[config.mk]
export PLATFORM = sky130hd
export DESIGN_NAME = sdp_burst_wr_port
export DESIGN_NICKNAME = d
export VERILOG_FILES = /design/src/rtl/sdp_burst_wr_port.sv
export SDC_FILE = /design/constraint.sdc
export NUM_CORES = 1
export LEC_CHECK = 0
export BUFFER_PORTS_ARGS = -buffer_cell sky130_fd_sc_hd__buf_2
export CAP_MARGIN = 20
export CORE_ASPECT_RATIO = 0.5
export CORE_MARGIN = 2
export CORE_UTILIZATION = 48
export DETAILED_ROUTE_END_ITERATION = 6
export GPL_TIMING_DRIVEN = 0
export MAX_ROUTING_LAYER = met4
export PLACE_DENSITY = 0.91
export SYNTH_ARGS = -nofsm -noshare
export SYNTH_HDL_FRONTEND = slang
export SYNTH_SLANG_ARGS = --single-unit
[constraint.sdc]
create_clock -name clk -period 2.4 [get_ports clk]
set_clock_uncertainty 0.1 [all_clocks]
set_input_delay 0.6 -clock clk [delete_from_list [all_inputs] [get_ports clk]]
set_output_delay 0.6 -clock clk [all_outputs]
set_load 0.01 [all_outputs]
[src/rtl/sdp_burst_wr_port.sv]
// Write-side port of a simple dual-port RAM: takes a base address, streams words into consecutive
// addresses until eot, then offers one completion token carrying the number of words written.
module sdp_burst_wr_port #(
  parameter int W_DATA = 16,
  parameter int W_ADDR = 16,
  parameter int W_CNT  = 16
) (
  input  logic              clk,
  input  logic              rst,
  input  logic              addr_if_valid,
  output logic              addr_if_ready,
  input  logic [W_ADDR-1:0] addr_if_data,
  input  logic              addr_if_eot,
  input  logic              data_if_valid,
  output logic              data_if_ready,
  input  logic [W_DATA-1:0] data_if_data,
  input  logic              data_if_eot,
  output logic              done_if_valid,
  input  logic              done_if_ready,
  output logic [W_CNT-1:0]  done_if_data,
  output logic              done_if_eot,
  output logic              en_o,
  output logic [W_ADDR-1:0] addr_o,
  output logic [W_DATA-1:0] data_o
);

  typedef enum logic [1:0] {IDLE, BURST, DONE} state_t;

  state_t            state, state_nx;
  logic [W_ADDR-1:0] addr_reg, addr_nx;
  logic [W_CNT-1:0]  cnt_reg, cnt_nx;

  // The base-address channel carries no framing; its eot is deliberately dropped.
  logic unused_addr_eot;
  assign unused_addr_eot = addr_if_eot;

  always_ff @(posedge clk) begin
    if (rst) begin
      state    <= IDLE;
      addr_reg <= '0;
      cnt_reg  <= '0;
    end else begin
      state    <= state_nx;
      addr_reg <= addr_nx;
      cnt_reg  <= cnt_nx;
    end
  end

  always_comb begin
    state_nx      = state;
    addr_nx       = addr_reg;
    cnt_nx        = cnt_reg;
    addr_if_ready = 1'b0;
    data_if_ready = 1'b0;
    done_if_valid = 1'b0;
    en_o          = 1'b0;
    case (state)
      IDLE: begin
        addr_if_ready = 1'b1;
        if (addr_if_valid) begin
          addr_nx  = addr_if_data;
          cnt_nx   = '0;
          state_nx = BURST;
        end
      end
      BURST: begin
        data_if_ready = 1'b1;
        en_o          = data_if_valid;
        // The eot word is written like any other; the burst closes after it.
        if (data_if_valid) begin
          addr_nx = addr_reg + W_ADDR'(1);
          cnt_nx  = cnt_reg + W_CNT'(1);
          if (data_if_eot) state_nx = DONE;
        end
      end
      DONE: begin
        done_if_valid = 1'b1;
        if (done_if_ready) state_nx = IDLE;
      end
      default: state_nx = IDLE;
    endcase
  end

  assign addr_o       = addr_reg;
  assign data_o       = data_if_data;
  assign done_if_data = cnt_reg;
  assign done_if_eot  = 1'b0;

endmodule

# [After elaboration in Yosys (flattened, before gate mapping)]
# Cells that the tools add are included.
[totals] elab_cells=30 out_inout_bits=53 reg_bits=34 inputBits=39
[classes] n_mux=15 n_reduce_logical=4 eq_ne=6 n_addsub=2
[op_table] op="$mux W16" count=4
[op_table] op="$pmux W16 S2" count=2
[op_table] op="$add A16 B1 Y16 const B" count=2
[op_table] op="$mux W2" count=4
[op_table] op="$ne A2 B2 Y1 const B" count=4
[op_table] op="$pmux W2 S3" count=1
[op_table] op="$mux W1" count=4
[op_table] op="$reduce_and A4 Y1" count=1
[op_table] op="$reduce_and A3 Y1" count=1
[op_table] op="$eq A2 B1 Y1 const B" count=1
[op_table] op="$eq A2 B2 Y1 const B" count=1
[op_table] op="$logic_not A2 Y1" count=1
[op_table] op="$reduce_bool A2 Y1" count=1

# [Depth between registers and ports, before layout]
[logic_depth] depth_word=3 mapped_depth=6 mapped_depth_nobuf=5

# [Worst setup path before layout]
# Ideal clock, no wire load.
[synth_path] kind="reg-to-reg" start="register addr_reg[9] (netlist: addr_o[9])" end="register addr_reg[15] (netlist: addr_o[15])" t_required_ns=2.226 path_buffers=0 setup_ns=0.074 arrival_time_ns=1.750 period_less_slack_ns=1.924 slack_ns=0.476 stages_incl_launch_ff=5 path_cell_list="dfxtp_1 -> nand4_1 -> or4_4 -> or4_1 -> a31oi_1"
[synth_via] elab_chain_len=3
[synth_lines] element="from (decl)" line_no="30" rtl="logic [W_ADDR-1:0] addr_reg, addr_nx;"
[synth_lines] element="from (signal assigned)" line_no="44" rtl="addr_reg <= addr_nx;"
[synth_lines] element="$add A16 B1 Y16" line_no="71" rtl="addr_nx = addr_reg + W_ADDR'(1);"
[synth_lines] element="$mux W16" line_no="70" rtl="if (data_if_valid) begin"
[synth_lines] element="$pmux W16 S2" line_no="57" rtl="case (state)"
# Every way passes these cells. The select of a mux whose other input is x is not followed.
# A chain may end at the register's enable or synchronous reset.

# [Worst setup path in the final report]
[layout_path] start="register state[1]" end="output port done_if_valid"
[layout_via] elab_chain_len=2
[layout_lines] element="from (decl)" line_no="29" rtl="state_t state, state_nx;"
[layout_lines] element="from (signal assigned)" line_no="43" rtl="state <= state_nx;"
[layout_lines] element="$eq A2 B2 Y1" line_no="57"
[layout_lines] element="$mux W1" line_no="57"
[layout_lines] element="to (decl)" line_no="18" rtl="output logic done_if_valid,"
# Every way passes these cells.

==> out/results.ini <==
[finish]
drive_gt1_share_pct = 32.3
final-seq-area_sq_um = 681
diodes = 0
area_growth_syn_to_layout_pct = 24.8
multiInputGateArea_sq_um = 1160
nNetsFinal = 387
fill_cells = 368
final_cells = 401

[synthesis]
syn-cell-area_sq_um = 2110
synth_top_area_share_pct = 32.2
synth_area_leaders = dfxtp_1, buf_4, a21oi_1
syn_area_per_cell_sq_um = 7.95
synth.net_count = 307
async_reset_ff_share_pct = 0
syn_inst = 266
synth_seq_cells = 34
ys_seq_area_share_pct = 32.2
yosysUniqueCellTypes = 52
synthFlopType = dfxtp_1
synth_area_leader_cell = dfxtp_1
ys.warnings.count = 0
synth_edf_count = 0

[floorplan]
start_util_pct = 52.0
core_area_sq_um = 4060
die-area_sq_um = 4980
ioPinCount = 92
rows = 16
die_y_microns = 50.9
die_x_microns = 97.9

[setup_path]
worst_setup_path_endpoint = done_if_valid
cp_slowest_cell = dfxtp_1
rr_worst_depth = 6
ff2ff_setup_slack_ns = 0.28
cp-end-kind = primary output
cp_top_family = buffers and inverters
worst_setup_path_start_kind = register
r2r-end = addr_o[11]$_SDFFE_PP0P_
worst-path-stages = 4
crit_path_start = state[1]$_SDFFE_PP0P_
crit_buf_inv = 3
cp_cell_sequence = buf_6 -> clkbuf_1 -> nor2b_1 -> buf_2
cp.required_ns = 1.70
critPathMaxFanout = 10
criticalPathCategory = reg -> out
worst_path_largest_cell_delay_ns = 0.37
reg2reg_from = state[0]$_SDFFE_PP0P_
cp.arrival_ns = 1.54

[flow_run]
cap_violations = 0

[sta]
tightestPinTransition_ns = 0.531
slew_headroom_pct = 64.6
finalSetupTns_ns = 0
maxSlewViolCount = 0
rsz0062_at_grt = false
fmax_mhz = 446
final_hold_viol_count = 0
setup_viol = 0
final.period_utilization_pct = 93.4
min_period_ns = 2.24

[pwr]
power_density_nw_per_um2 = 505
power_leakage_nw = 1.12
ir_drop_v = 0.000251

[grt]
met2_usage_pct = 39.4
track_usage_pct = 23.4
grt_pass1_vias = 1968
met1_usage_pct = 28.5
grt_antenna_before_repair = 0
grtUsageMet3_pct = 4.79
grt_pass1_wl_mm = 9.22
overflow = 0
grt.busiest_layer = met2
grt_start_max_net_pins = 11

[detailed_routing]
viasPerCell = 5.86
wire_per_inst_microns = 14.5
drc = 0
wirelength_mm = 5.83
detail-route-antenna-nets = 0
num_vias = 2351
drtIter0Drc = 198
dr.pass1.iters = 6

[clocking]
clk_root_buffer_cell = clkbuf_8
ctsHoldBuffers = 0
clock_latency_ns = 0.28
clkTransAtPathRegs_ns = 0.07
post_cts_buffers = 0
post_cts_resized = 0
htree_levels = 2
clockBufferDepth = 2
clock_sinks = 34
cts_made_buffers = 5
cts_tree = yes

[min_path]
hold_class = reg -> reg

[placed_design]
dp_cells = 393
io_buffers = 73
place.gp.congestion = 0.888
dp_hpwl_mm = 4.28

[status]
status = finished, final reports clean

worst min-delay path: cells and delay by family, from the launching register on:
kind               cells  cell delay [ns]
AOI/OAI and AO/OA      2             0.12
DFF                    1             0.32
state kept, by name (all words and copies together), names as in the netlist:
signal	count
state	2
done_if_data	16
addr_o	16
cells by family after synthesis:
logic type	count (synthesis)	synth area share, %
AND/OR/NAND/NOR	105	28.8
other	1	0.177
multiplexers	4	2.01
adder cells (fa/ha/maj)	2	1.18
flip-flops	34	32.2
buffers and inverters	46	12.9
AO/OA/AOI/OAI	69	20.7
XOR/XNOR	5	2.07
placed cells by master (no fill, tap or decap), drive strengths merged, types with 6 or more instances in the layout:
cell / synthesis / layout
nand4: 6 / 6
o21ai: 13 / 13
dfxtp: 34 / 34
nor4b: 6 / 6
inv: 13 / 13
or3: 7 / 7
o31ai: 6 / 6
nor4: 6 / 6
a21oi: 25 / 25
and2: 6 / 6
clkbuf: 13 / 20
nand3: 11 / 11
and3: 6 / 6
nor2: 16 / 16
or4: 9 / 9
buf: 20 / 93
nand2: 17 / 17
synthesized netlist by cell type, drive strengths merged, types with 6 or more instances:
master,count
or4,9
nand3,11
or3,7
nand4,6
clkbuf,13
buf,20
inv,13
nor2,16
nor4b,6
a21oi,25
o31ai,6
dfxtp,34
and2,6
nand2,17
and3,6
o21ai,13
nor4,6
power by group:
part           internal, W  leakage (nW)  switching (W)
combinational     0.000122         0.794       0.000146
sequential        0.000591         0.277      0.0000397
clock             0.000231        0.0482       0.000204
worst min path at each step:
stage / slack [ns] / endpoint / start / cells after the start
after floorplan: 0.40 / done_if_data[15]$_SDFFE_PP0P_ / done_if_data[15]$_SDFFE_PP0P_ / 2
after global placement: 0.37 / done_if_data[15]$_SDFFE_PP0P_ / done_if_data[15]$_SDFFE_PP0P_ / 2
after detailed placement: 0.38 / done_if_data[15]$_SDFFE_PP0P_ / done_if_data[15]$_SDFFE_PP0P_ / 2
after CTS: 0.39 / done_if_data[15]$_SDFFE_PP0P_ / done_if_data[15]$_SDFFE_PP0P_ / 2
after global routing: 0.41 / done_if_data[15]$_SDFFE_PP0P_ / done_if_data[15]$_SDFFE_PP0P_ / 2
final: 0.38 / done_if_data[15]$_SDFFE_PP0P_ / done_if_data[15]$_SDFFE_PP0P_ / 2
metal layers:
layer / up-vias / part of all wire, %
met2: 141 / 47
met3: 15 / 11
met1: 1064 / 41
li1: 1131 / -
met4: 0 / 1.4
met5: - / 0
final cells by class:
type	count	share of cell area, %
Buffer	33	8.49
Clock buffer	7	3.27
Clock inverter	1	0.190
Inverter	13	1.85
Multi-Input combinational cell	186	44.0
Sequential cell	34	25.8
Tap cell	54	2.56
Timing Repair Buffer	73	13.8
per-stage QoR:
stage | total power [W] | worst slack (ns) | hold WS [ns] | util (%) | area [sq um]
2_1_floorplan | 0.000806 | 0.476 | 0.396 | - | 2110
3_3_place_gp | 0.000898 | 0.113 | 0.368 | 62.7 | 2550
3_5_place_dp | 0.000908 | 0.0514 | 0.378 | 62.7 | 2550
4_1_cts | 0.00134 | 0.188 | 0.387 | 64.9 | 2640
5_1_grt | 0.00140 | 0.0351 | 0.407 | 64.9 | 2640
6_report | 0.00133 | 0.158 | 0.383 | 64.9 | 2640
No activity file was read; power rests on OpenSTA's default activity.
